===== src/rtl/gost_round.sv =====
// gost_round: one Magma (GOST 28147-89 / GOST R 34.12-2015) Feistel round, computed in four
// cycles behind a start/done handshake. A cipher controller iterates it and sequences keys.
//
// Ports:
//   iclk    in   1  clock, rising edge
//   irst    in   1  asynchronous active-low reset
//   istart  in   1  start request, sampled only while idle
//   iblock  in  64  {N2, N1} input block, sampled with istart
//   ikey    in  32  round key, sampled with istart
//   oblock  out 64  {N1, N2 ^ g}, held until the next completion
//   odone   out  1  one-cycle completion pulse
module gost_round (
  input  logic        iclk,
  input  logic        irst,
  input  logic        istart,
  input  logic [63:0] iblock,
  input  logic [31:0] ikey,
  output logic [63:0] oblock,
  output logic        odone
);

  localparam logic [1:0] StIdle = 2'd0;
  localparam logic [1:0] StAdd  = 2'd1;
  localparam logic [1:0] StSub  = 2'd2;
  localparam logic [1:0] StOut  = 2'd3;

  // id-tc26-gost-28147-param-Z; row i serves nibble i (bits [4i+3:4i]).
  localparam logic [3:0] SBOX [8][16] = '{
    '{4'hC, 4'h4, 4'h6, 4'h2, 4'hA, 4'h5, 4'hB, 4'h9,
      4'hE, 4'h8, 4'hD, 4'h7, 4'h0, 4'h3, 4'hF, 4'h1},
    '{4'h6, 4'h8, 4'h2, 4'h3, 4'h9, 4'hA, 4'h5, 4'hC,
      4'h1, 4'hE, 4'h4, 4'h7, 4'hB, 4'hD, 4'h0, 4'hF},
    '{4'hB, 4'h3, 4'h5, 4'h8, 4'h2, 4'hF, 4'hA, 4'hD,
      4'hE, 4'h1, 4'h7, 4'h4, 4'hC, 4'h9, 4'h6, 4'h0},
    '{4'hC, 4'h8, 4'h2, 4'h1, 4'hD, 4'h4, 4'hF, 4'h6,
      4'h7, 4'h0, 4'hA, 4'h5, 4'h3, 4'hE, 4'h9, 4'hB},
    '{4'h7, 4'hF, 4'h5, 4'hA, 4'h8, 4'h1, 4'h6, 4'hD,
      4'h0, 4'h9, 4'h3, 4'hE, 4'hB, 4'h4, 4'h2, 4'hC},
    '{4'h5, 4'hD, 4'hF, 4'h6, 4'h9, 4'h2, 4'hC, 4'hA,
      4'hB, 4'h7, 4'h8, 4'h1, 4'h4, 4'h3, 4'hE, 4'h0},
    '{4'h8, 4'hE, 4'h2, 4'h5, 4'h6, 4'h9, 4'h1, 4'hC,
      4'hF, 4'h4, 4'hB, 4'h0, 4'hD, 4'hA, 4'h3, 4'h7},
    '{4'h1, 4'h7, 4'hE, 4'hD, 4'h0, 4'h5, 4'h8, 4'h3,
      4'h4, 4'hF, 4'hA, 4'h6, 4'h9, 4'hC, 4'hB, 4'h2}
  };

  logic [1:0]  state_q, state_d;
  logic [31:0] n1_q, n1_d;
  logic [31:0] n2_q, n2_d;
  logic [31:0] key_q, key_d;
  logic [31:0] sum_q, sum_d;
  logic [31:0] sub_q, sub_d;
  logic [63:0] block_q, block_d;
  logic        done_q, done_d;

  logic [31:0] sub_word;
  logic [31:0] rot_word;

  always_comb begin
    sub_word = '0;
    for (int i = 0; i < 8; i++) begin
      sub_word[4*i +: 4] = SBOX[i][sum_q[4*i +: 4]];
    end
  end

  assign rot_word = {sub_q[20:0], sub_q[31:21]};

  always_comb begin
    state_d = state_q;
    n1_d    = n1_q;
    n2_d    = n2_q;
    key_d   = key_q;
    sum_d   = sum_q;
    sub_d   = sub_q;
    block_d = block_q;
    done_d  = 1'b0;
    unique case (state_q)
      StIdle: begin
        if (istart) begin
          n1_d    = iblock[31:0];
          n2_d    = iblock[63:32];
          key_d   = ikey;
          state_d = StAdd;
        end
      end
      StAdd: begin
        sum_d   = n1_q + key_q;  // carry out discarded: mod 2^32
        state_d = StSub;
      end
      StSub: begin
        sub_d   = sub_word;
        state_d = StOut;
      end
      StOut: begin
        block_d = {n1_q, n2_q ^ rot_word};
        done_d  = 1'b1;
        state_d = StIdle;
      end
      default: state_d = StIdle;
    endcase
  end

  always_ff @(posedge iclk or negedge irst) begin
    if (!irst) begin
      state_q <= StIdle;
      n1_q    <= '0;
      n2_q    <= '0;
      key_q   <= '0;
      sum_q   <= '0;
      sub_q   <= '0;
      block_q <= '0;
      done_q  <= 1'b0;
    end else begin
      state_q <= state_d;
      n1_q    <= n1_d;
      n2_q    <= n2_d;
      key_q   <= key_d;
      sum_q   <= sum_d;
      sub_q   <= sub_d;
      block_q <= block_d;
      done_q  <= done_d;
    end
  end

  assign oblock = block_q;
  assign odone  = done_q;

endmodule


===== config.mk =====
export PLATFORM = sky130hd
export DESIGN_NAME = gost_round
export DESIGN_NICKNAME = d
export VERILOG_FILES = /design/src/rtl/gost_round.sv
export SDC_FILE = /design/constraint.sdc
export NUM_CORES = 1
export LEC_CHECK = 0
export BUFFER_PORTS_ARGS = -buffer_cell sky130_fd_sc_hd__buf_2
export CAP_MARGIN = 20
export CORE_MARGIN = 4
export CORE_UTILIZATION = 35
export CTS_CLUSTER_DIAMETER = 80
export DETAILED_ROUTE_END_ITERATION = 12
export GPL_TIMING_DRIVEN = 0
export PLACE_DENSITY_LB_ADDON = 0.05
export SYNTH_ARGS = -nofsm -noshare
export SYNTH_HDL_FRONTEND = slang
export SYNTH_SLANG_ARGS = --single-unit

===== constraint.sdc =====
create_clock -name iclk -period 2.4 [get_ports iclk]
set_input_delay 0.36 -clock iclk [delete_from_list [all_inputs] [get_ports iclk]]
set_output_delay 0.36 -clock iclk [all_outputs]
set_load 0.1 [all_outputs]

==> results of run 1 <==
state kept, by name, summed over array words and instances (netlist names):
| name | cells |
|---|---|
| state_q | 2 |
| n2_q | 32 |
| odone | 1 |
| n1_q | 32 |
| sub_q | 32 |
| oblock | 64 |
| sum_q | 32 |
| key_q | 32 |
cell usage in the layout, fill, tap and decap left out, types with 6 or more instances in the layout:
cell,instances
ha_4,11
ha_1,62
nor2b_1,6
buf_2,162
xnor2_1,45
mux4_2,8
o21bai_1,9
o21ai_2,6
a21oi_1,81
a21o_1,16
nand4_1,8
clkbuf_1,37
xor2_1,12
ha_2,6
o21ai_0,41
nand2_1,39
o211ai_1,10
mux2_2,155
nand3_1,8
mux2i_1,8
buf_4,15
nor2_1,70
a211oi_1,12
clkbuf_16,27
inv_1,42
a21oi_2,9
dfrtp_1,225
clkbuf_8,10
nor3_1,6
buf_1,11
worst max-delay path by stage:
stage | slack, ns | from | end | depth (start not counted)
2_1_floorplan | 0.005 | n1_q[9]$_DFFE_PN0P_ | sum_q[30]$_DFFE_PN0N_ | 9
3_3_place_gp | -3.42 | irst | n2_q[6]$_DFFE_PN0P_ | 1
3_5_place_dp | -0.57 | state_q[0]$_DFFE_PN0P_ | n2_q[30]$_DFFE_PN0P_ | 6
4_1_cts | -0.27 | n1_q[0]$_DFFE_PN0P_ | sum_q[28]$_DFFE_PN0N_ | 10
5_1_grt | -0.33 | n1_q[0]$_DFFE_PN0P_ | sum_q[28]$_DFFE_PN0N_ | 10
6_report | -0.22 | n1_q[0]$_DFFE_PN0P_ | sum_q[30]$_DFFE_PN0N_ | 11
through the flow:
stage	cell area (um2)	setup slack, ns	utilization, %	hold slack (ns)
floorplan	11800	0.00533	-	0.0644
global placement	13100	-3.42	40.0	0.486
detailed placement	13200	-0.567	40.2	0.325
CTS	14400	-0.275	43.7	0.0236
global route	14600	-0.325	44.4	0.0401
finish	14600	-0.216	44.4	0.0600
what timing repair did:
| item | CTS | global route |
|---|---|---|
| endpoints found under the setup margin | 90 | 53 |
| hold endpoints to repair | 61 | 0 |
| resized for setup | 41 | 43 |
| pin swaps | 16 | 21 |
| buffers inserted | 11 | 7 |
| hold buffers | 1 | 0 |
final cells by class:
cell class	instances	area, um2
Fill cell	3270	18300
Multi-Input combinational cell	702	6040
Sequential cell	227	5680
Timing Repair Buffer	184	1040
Clock buffer	44	820
Tap cell	442	553
Buffer	49	225
Inverter	42	158
Clock inverter	3	90.1
routing by layer:
layer / part of all wire (%) / vias up
met1: 52 / 3910
li1: - / 4042
met3: 5.6 / 43
met5: 0.14 / -
met2: 41 / 146
met4: 1.8 / 8
kinds of logic after synthesis:
logic type / Yosys count / synth area share, %
and+or+nand+nor: 168 / 6.58
xor gates and xnor gates: 58 / 4.32
AOI/OAI and AO/OA: 222 / 11.5
DFF: 227 / 48.3
muxes: 174 / 17.4
buffers and inverters: 95 / 3.28
adders and majority gates: 80 / 8.58
==> results.json, run 1 <==
{
  "cts-htree-levels": 1,
  "worstHoldPathType": "input pin to flop",
  "r2r_cells": 11,
  "crit_family": "compound AO/OA/AOI/OAI gates",
  "hold_viol": 0,
  "syn_area_mm2": 0.0118,
  "grt_start_max_net_pins": 95,
  "use_met2_pct": 22.0,
  "diodes": 0,
  "ys_seq_area_share_pct": 48.3,
  "ant_nets": 0,
  "cpPeakStageDelay_ns": 0.41,
  "clock_path_buffers": 3,
  "syn_nets": 1203,
  "grtUsageTotal_pct": 15.4,
  "die_h_um": 191,
  "cts-buffers-inserted": 27,
  "wl_per_cell_um": 16.8,
  "grtUsageMet1_pct": 23.9,
  "place_congestion": 0.788,
  "ff2ff_setup_slack_ns": -0.22,
  "cap_violations": 0,
  "critPathRequiredTime_ns": 2.81,
  "synth_most_common_cell": "dfrtp_1",
  "dr.first_iter.drc_count": 289,
  "hpwlAfterDp_um": 20400,
  "crit_chain": "ha_4 -> fa_2 -> a211oi_2 -> o21a_1 -> a211oi_4 -> o211ai_4 -> buf_4 -> nand2_2 -> a311oi_2 -> xnor2_1 -> mux2_4",
  "place_inst": 1631,
  "synth_cell_types": 57,
  "holdPathEnd": "key_q[20]$_DFFE_PN0P_",
  "synth_area_per_cell_um2": 11.5,
  "tns_ns": -1.08,
  "slew_headroom_pct": 54.1,
  "row_count": 66,
  "layout.cells.non_filler": 1693,
  "first_global_vias": 8268,
  "rsz0062_at_grt": "true",
  "gr-max-usage-layer": "met1",
  "cts_tree": "yes",
  "hp-start": "ikey[20]",
  "grt_antenna_before_repair": 4,
  "drtPass1Iterations": 6,
  "timing.final.ws_setup_ns": -0.216,
  "num_vias": 8149,
  "setup_viol_count_final": 9,
  "viasPerCell": 4.81,
  "ys_warn_count": 0,
  "start_util_pct": 35.8,
  "portBuffers": 163,
  "yosys.area.top_type_share_pct": 48.3,
  "ios": 164,
  "dieWidth_um": 191,
  "clock_latency_ns": 0.53,
  "max_freq_mhz": 382,
  "crit_fanout": 3,
  "grt_pass1_wl_um": 45900,
  "ys_top_cells_by_area": "dfrtp_1, mux2_2, ha_1",
  "arrival_ns": 3.03,
  "core_area_mm2": 0.0329,
  "cpMaxStageDelayCell": "dfrtp_1",
  "synth_ff_type": "dfrtp_1",
  "area_growth_pct": 24.2,
  "clk_pin_slew_worst_paths_ns": 0.06,
  "nNetsFinal": 1412,
  "hold_depth": 2,
  "wl_um": 28500,
  "start_kind": "flop",
  "path_buf_inv": 1,
  "drc": 0,
  "async_flop_share_pct": 100,
  "cts_root_buf": "clkbuf_16",
  "r2r-end": "sum_q[30]$_DFFE_PN0N_",
  "drive_above_1_share_pct": 36.4,
  "yosys-top-cells-count": "dfrtp_1, mux2_2, a21oi_1",
  "cts_sinks": 227,
  "die_area_mm2": 0.0366,
  "worstSetupPathType": "flop to flop",
  "finalCritPeriodShare_pct": 109,
  "outcome": "finished with violations",
  "synth_edf_count": 0,
  "finalCriticalPeriod_ns": 2.62,
  "fin_skew_ns": 0.00892,
  "endpoint_kind": "flop",
  "ys_seq_elements": 227,
  "grt_use_met3_pct": 3.49,
  "worst_pin_slew_ns": 0.688,
  "failed_checks": "setup timing",
  "slew_violations": 0,
  "r2r-start": "n1_q[0]$_DFFE_PN0P_",
  "grt-ovfl-total": 0,
  "synth_top_area_cell": "dfrtp_1",
  "syn_inst": 1024
}
Power of run 1 is not shown: default switching activity piles up to over one toggle a cycle in this logic, so the estimate is an artifact.
==> run 2, diff against run 1 <==
--- a/config.mk
+++ b/config.mk
@@ -12,7 +12,7 @@
 export CTS_CLUSTER_DIAMETER = 80
 export DETAILED_ROUTE_END_ITERATION = 12
 export GPL_TIMING_DRIVEN = 0
-export PLACE_DENSITY_LB_ADDON = 0.05
+export PLACE_DENSITY = 0.66
 export SYNTH_ARGS = -nofsm -noshare
 export SYNTH_HDL_FRONTEND = slang
 export SYNTH_SLANG_ARGS = --single-unit
==> results.json, run 2 (synthesis gave the netlist of run 1 again) <==
{
  "drive_above_1_share_pct": 35.6,
  "cts_tree": "yes",
  "critPathRequiredTime_ns": 2.79,
  "viasPerCell": 4.87,
  "row_count": 66,
  "die_h_um": 191,
  "r2r-start": "key_q[0]$_DFFE_PN0P_",
  "largest_reg_flops": 64,
  "grt-ovfl-total": 0,
  "start_kind": "flop",
  "setup_viol_count_final": 5,
  "first_global_vias": 8142,
  "finish.instance_area_mm2": 0.0144,
  "layout.cells.non_filler": 1687,
  "grt_antenna_before_repair": 3,
  "drtPass1Iterations": 4,
  "hpwlAfterDp_um": 20200,
  "worstSetupPathType": "flop to flop",
  "dieWidth_um": 191,
  "core_area_mm2": 0.0329,
  "start_util_pct": 35.8,
  "slew_headroom_pct": 42.0,
  "ant_nets": 0,
  "hold_depth": 2,
  "endpoint_kind": "flop",
  "cts-buffers-inserted": 28,
  "wl_per_cell_um": 16.4,
  "clk_pin_slew_worst_paths_ns": 0.06,
  "slew_violations": 0,
  "ios": 164,
  "cts_sinks": 227,
  "place_congestion": 0.769,
  "max_freq_mhz": 399,
  "nNetsFinal": 1407,
  "cts_root_buf": "clkbuf_16",
  "hold_viol": 0,
  "grt_pass1_wl_um": 44200,
  "place_area_mm2": 0.0132,
  "worst_pin_slew_ns": 0.869,
  "grt_start_max_net_pins": 117,
  "arrival_ns": 2.89,
  "r2r-end": "sum_q[28]$_DFFE_PN0N_",
  "diodes": 0,
  "crit_fanout": 3,
  "drc": 0,
  "layout_commonest_cell": "dfrtp_1",
  "grtUsageTotal_pct": 14.9,
  "mostFrequentLayoutCells": "dfrtp_1, buf_2, mux2_2",
  "clock_path_buffers": 3,
  "cts-htree-levels": 1,
  "portBuffers": 163,
  "rsz0062_at_grt": "true",
  "wl_um": 27700,
  "cp-endpoint": "sum_q[28]$_DFFE_PN0N_",
  "r2r_cells": 10,
  "place_inst": 1630,
  "num_vias": 8222,
  "dr.first_iter.drc_count": 334,
  "clock_latency_ns": 0.54,
  "area_growth_pct": 22.4,
  "post-place-ws_ns": -0.586,
  "die_area_mm2": 0.0366,
  "fin_skew_ns": 0.0162,
  "cap_violations": 0,
  "hold_ws_ns": 0.0497,
  "worstHoldPathType": "input pin to flop",
  "outcome": "finished with violations",
  "failed_checks": "setup timing",
  "timing.final.ws_setup_ns": -0.105,
  "finalCriticalPeriod_ns": 2.51,
  "finalCritPeriodShare_pct": 104,
  "ff2ff_setup_slack_ns": -0.11,
  "crit_start": "key_q[0]$_DFFE_PN0P_"
}
-- run 2: timing repair --
action / 4_1_cts / 5_1_grt
gates resized for setup: 32 / 25
hold buffers: 1 / 0
pin swaps: 14 / 14
hold endpoints to repair: 115 / 0
setup endpoints to repair: 84 / 28
cloned: 0 / 0
setup buffers: 10 / 2
-- run 2: through the flow --
stage / util, % / setup TNS (ns)
floorplan: - / 0
global placement: 40.0 / -723.65
CTS: 43.5 / -0.428
finish: 43.8 / -0.343
global route: 43.8 / -1.48
detailed placement: 40.1 / -22.78
-- run 2: cell type report --
cell class              instances  area [um2]
multi-input cells             702        5900
plain buffers                  50         226
repair buffers                177         953
clock inverters                11         119
flip-flops and latches        227        5680
inverters                      42         158
fillers                      3142       18500
well taps                     442         553
clock buffers                  36         792
-- run 2: critical path, cell delays in order (launching register included) --
cell      delay (ns)
dfrtp_1         0.38
ha_2            0.21
fa_2            0.35
a211oi_2        0.21
o21a_2          0.19
a211oi_4        0.09
o211ai_4        0.23
a21oi_2         0.09
nor4b_2         0.28
xor2_1          0.22
mux2i_1         0.11
-- run 2: worst min path at each step --
stage                                      start                     end  slack, ns
after detailed placement  oblock[45]$_DFFE_PN0P_  oblock[45]$_DFFE_PN0P_       0.49
after global placement    oblock[39]$_DFFE_PN0P_  oblock[39]$_DFFE_PN0P_       0.49
after floorplan                             irst    key_q[0]$_DFFE_PN0P_       0.06
final                                   ikey[20]   key_q[20]$_DFFE_PN0P_       0.05
after global routing                    ikey[28]   key_q[28]$_DFFE_PN0P_       0.02
after CTS                             iblock[40]     n2_q[8]$_DFFE_PN0P_       0.01
-- run 2: per-layer routing --
metal | wire (um) | share of wire, % | track usage (%)
met5 | 40 | 0.14 | 0
met4 | 518 | 1.9 | 3.48
met3 | 1370 | 4.9 | 3.01
met2 | 12500 | 45 | 23.6
met1 | 13300 | 48 | 21.2
Power of run 2 is left out for the same reason.
==> run 3, diff against run 2 <==
--- a/config.mk
+++ b/config.mk
@@ -5,6 +5,7 @@
 export SDC_FILE = /design/constraint.sdc
 export NUM_CORES = 1
 export LEC_CHECK = 0
+export ABC_AREA = 1
 export BUFFER_PORTS_ARGS = -buffer_cell sky130_fd_sc_hd__buf_2
 export CAP_MARGIN = 20
 export CORE_MARGIN = 4
@@ -12,7 +13,6 @@
 export CTS_CLUSTER_DIAMETER = 80
 export DETAILED_ROUTE_END_ITERATION = 12
 export GPL_TIMING_DRIVEN = 0
-export PLACE_DENSITY = 0.66
 export SYNTH_ARGS = -nofsm -noshare
 export SYNTH_HDL_FRONTEND = slang
 export SYNTH_SLANG_ARGS = --single-unit
==> constraint.sdc (replaced) <==
create_clock -name iclk -period 3.1 [get_ports iclk]
set_input_delay 0.465 -clock iclk [delete_from_list [all_inputs] [get_ports iclk]]
set_output_delay 0.465 -clock iclk [all_outputs]
set_load 0.1 [all_outputs]
==> results.json, run 3 <==
{
  "outcome": "finished, final reports clean",
  "cts_setup_buffers": 0,
  "dr.first_iter.drc_count": 488,
  "dieWidth_um": 195,
  "r2r-start": "n1_q[0]$_DFFE_PN0P_",
  "yosys-top-cells-count": "nand2_1, dfrtp_1, inv_1",
  "ys_warn_count": 0,
  "cts_sinks": 227,
  "grt_start_max_net_pins": 96,
  "worstHoldPathType": "input pin to flop",
  "hold_depth": 2,
  "fin_skew_ns": 0.0103,
  "grt_antenna_before_repair": 0,
  "hold_viol": 0,
  "start_util_pct": 35.6,
  "syn_nets": 1589,
  "portBuffers": 163,
  "cts_hold_buf": 1,
  "mostFrequentLayoutCells": "nand2_1, dfrtp_1, buf_2",
  "syn_inst": 1410,
  "synth_cell_types": 38,
  "ant_nets": 0,
  "synth_most_common_cell": "nand2_1",
  "synth_area_per_cell_um2": 8.71,
  "cts-htree-levels": 1,
  "cts_resized": 0,
  "crit_fanout": 5,
  "ys_seq_elements": 227,
  "diodes": 0,
  "rsz0062_at_grt": "false",
  "grt-ovfl-total": 0,
  "synth_ff_type": "dfrtp_1",
  "row_count": 68,
  "worstSetupPathType": "flop to flop",
  "worst_pin_slew_ns": 0.705,
  "arrival_ns": 2.72,
  "num_vias": 9618,
  "synth_top_area_cell": "dfrtp_1",
  "holdPathEnd": "n2_q[8]$_DFFE_PN0P_",
  "syn_area_mm2": 0.0123,
  "ff2ff_setup_slack_ns": 0.80,
  "die_area_mm2": 0.0382,
  "die_h_um": 195,
  "area_growth_pct": 19.5,
  "async_flop_share_pct": 100,
  "nNetsFinal": 1783,
  "cts-buffers-inserted": 26,
  "critPathRequiredTime_ns": 3.52,
  "grtUsageTotal_pct": 16.4,
  "finalCritPeriodShare_pct": 74.1,
  "clock_path_buffers": 3,
  "start_kind": "flop",
  "r2r_cells": 7,
  "largest_reg_flops": 64,
  "first_global_vias": 9774,
  "wl_per_cell_um": 15.2,
  "layout_commonest_cell": "nand2_1",
  "endpoint_kind": "flop",
  "yosys.area.top_type_share_pct": 46.2,
  "clock_latency_ns": 0.54,
  "cts_root_buf": "clkbuf_16",
  "ys_seq_area_share_pct": 46.2,
  "finalCriticalPeriod_ns": 2.30,
  "drc": 0,
  "viasPerCell": 4.63,
  "ys_top_cells_by_area": "dfrtp_1, nand2_1, mux2_2",
  "r2r-end": "sum_q[8]$_DFFE_PN0N_",
  "clk_pin_slew_worst_paths_ns": 0.07,
  "max_freq_mhz": 435,
  "hp-start": "iblock[40]",
  "tns_ns": 0,
  "place_congestion": 0.879,
  "wl_um": 31500,
  "slew_headroom_pct": 53.0,
  "core_area_mm2": 0.0345,
  "cap_violations": 0,
  "drive_above_1_share_pct": 21.2,
  "setup_viol_count_final": 0,
  "synth_edf_count": 0,
  "ios": 164,
  "slew_violations": 0,
  "drtPass1Iterations": 4,
  "grt_pass1_wl_um": 51300,
  "hpwlAfterDp_um": 24200,
  "cts_tree": "yes"
}
-- run 3: changes by cell type in the layout (fill, tap and decap cells not counted), sizes merged, moves of 22 or more --
cell / previous run / this run
nand2: 42 / 450
inv: 43 / 157
mux2: 158 / 96
nand3: 8 / 59
a21oi: 92 / 50
o21ai: 52 / 93
clkbuf: 73 / 51
-- run 3: worst max-delay path by stage --
stage	startpoint	to	slack [ns]	cells after the start
after CTS	state_q[1]$_DFFE_PN0P_	oblock[25]$_DFFE_PN0P_	0.75	7
after global routing	state_q[1]$_DFFE_PN0P_	oblock[25]$_DFFE_PN0P_	0.62	7
after global placement	irst	oblock[9]$_DFFE_PN0P_	-2.47	1
after detailed placement	state_q[0]$_DFFE_PN0P_	oblock[25]$_DFFE_PN0P_	0.76	7
final	n1_q[0]$_DFFE_PN0P_	sum_q[8]$_DFFE_PN0N_	0.80	7
after floorplan	n1_q[0]$_DFFE_PN0P_	sum_q[16]$_DFFE_PN0N_	1.25	8
-- run 3: worst max-delay path, stage by stage (launching register included) --
cell and delay [ns]:
dfrtp_1 0.39, ha_1 0.26, fa_1 0.47, nand3_1 0.12
nand3_1 0.20, a21oi_1 0.34, xor2_1 0.29, o21ai_0 0.12
-- run 3: layout make-up --
type                            count  area (um2)
Fill cell                        3518       19900
Multi-Input combinational cell    986        5830
Sequential cell                   227        5680
Timing Repair Buffer              166         891
Clock buffer                       34         721
Inverter                          157         589
Tap cell                          455         569
Clock inverter                     12         210
Buffer                             40         188
-- run 3: metrics by stage --
stage	worst slack, ns	hold slack (ns)	area [um2]	utilization, %	instances
floorplan	1.25	0.169	12300	-	1410
global placement	-2.47	0.452	13700	39.6	2028
detailed placement	0.763	0.454	13700	39.8	2030
CTS	0.754	0.131	14700	42.5	2077
global route	0.617	0.136	14700	42.5	2077
finish	0.802	0.157	14700	42.5	2077
-- run 3: kinds of logic after synthesis --
family	share of synthesized area, %
simple gates	19.3
buf+inv	6.33
compound gates	7.87
xor+xnor	3.28
fa+ha+maj	8.21
flops	46.2
mux	8.80
-- run 3: metal layers --
metal  vias to the layer above  track usage (%)  routed length, um
met4                         0             4.47                868
met5                         -                0                  0
met1                      4456             23.0              15000
met2                       191             26.5              14100
met3                        46             2.78               1500
li1                       4925                -                  -
Power of run 3 is left out for the same reason.
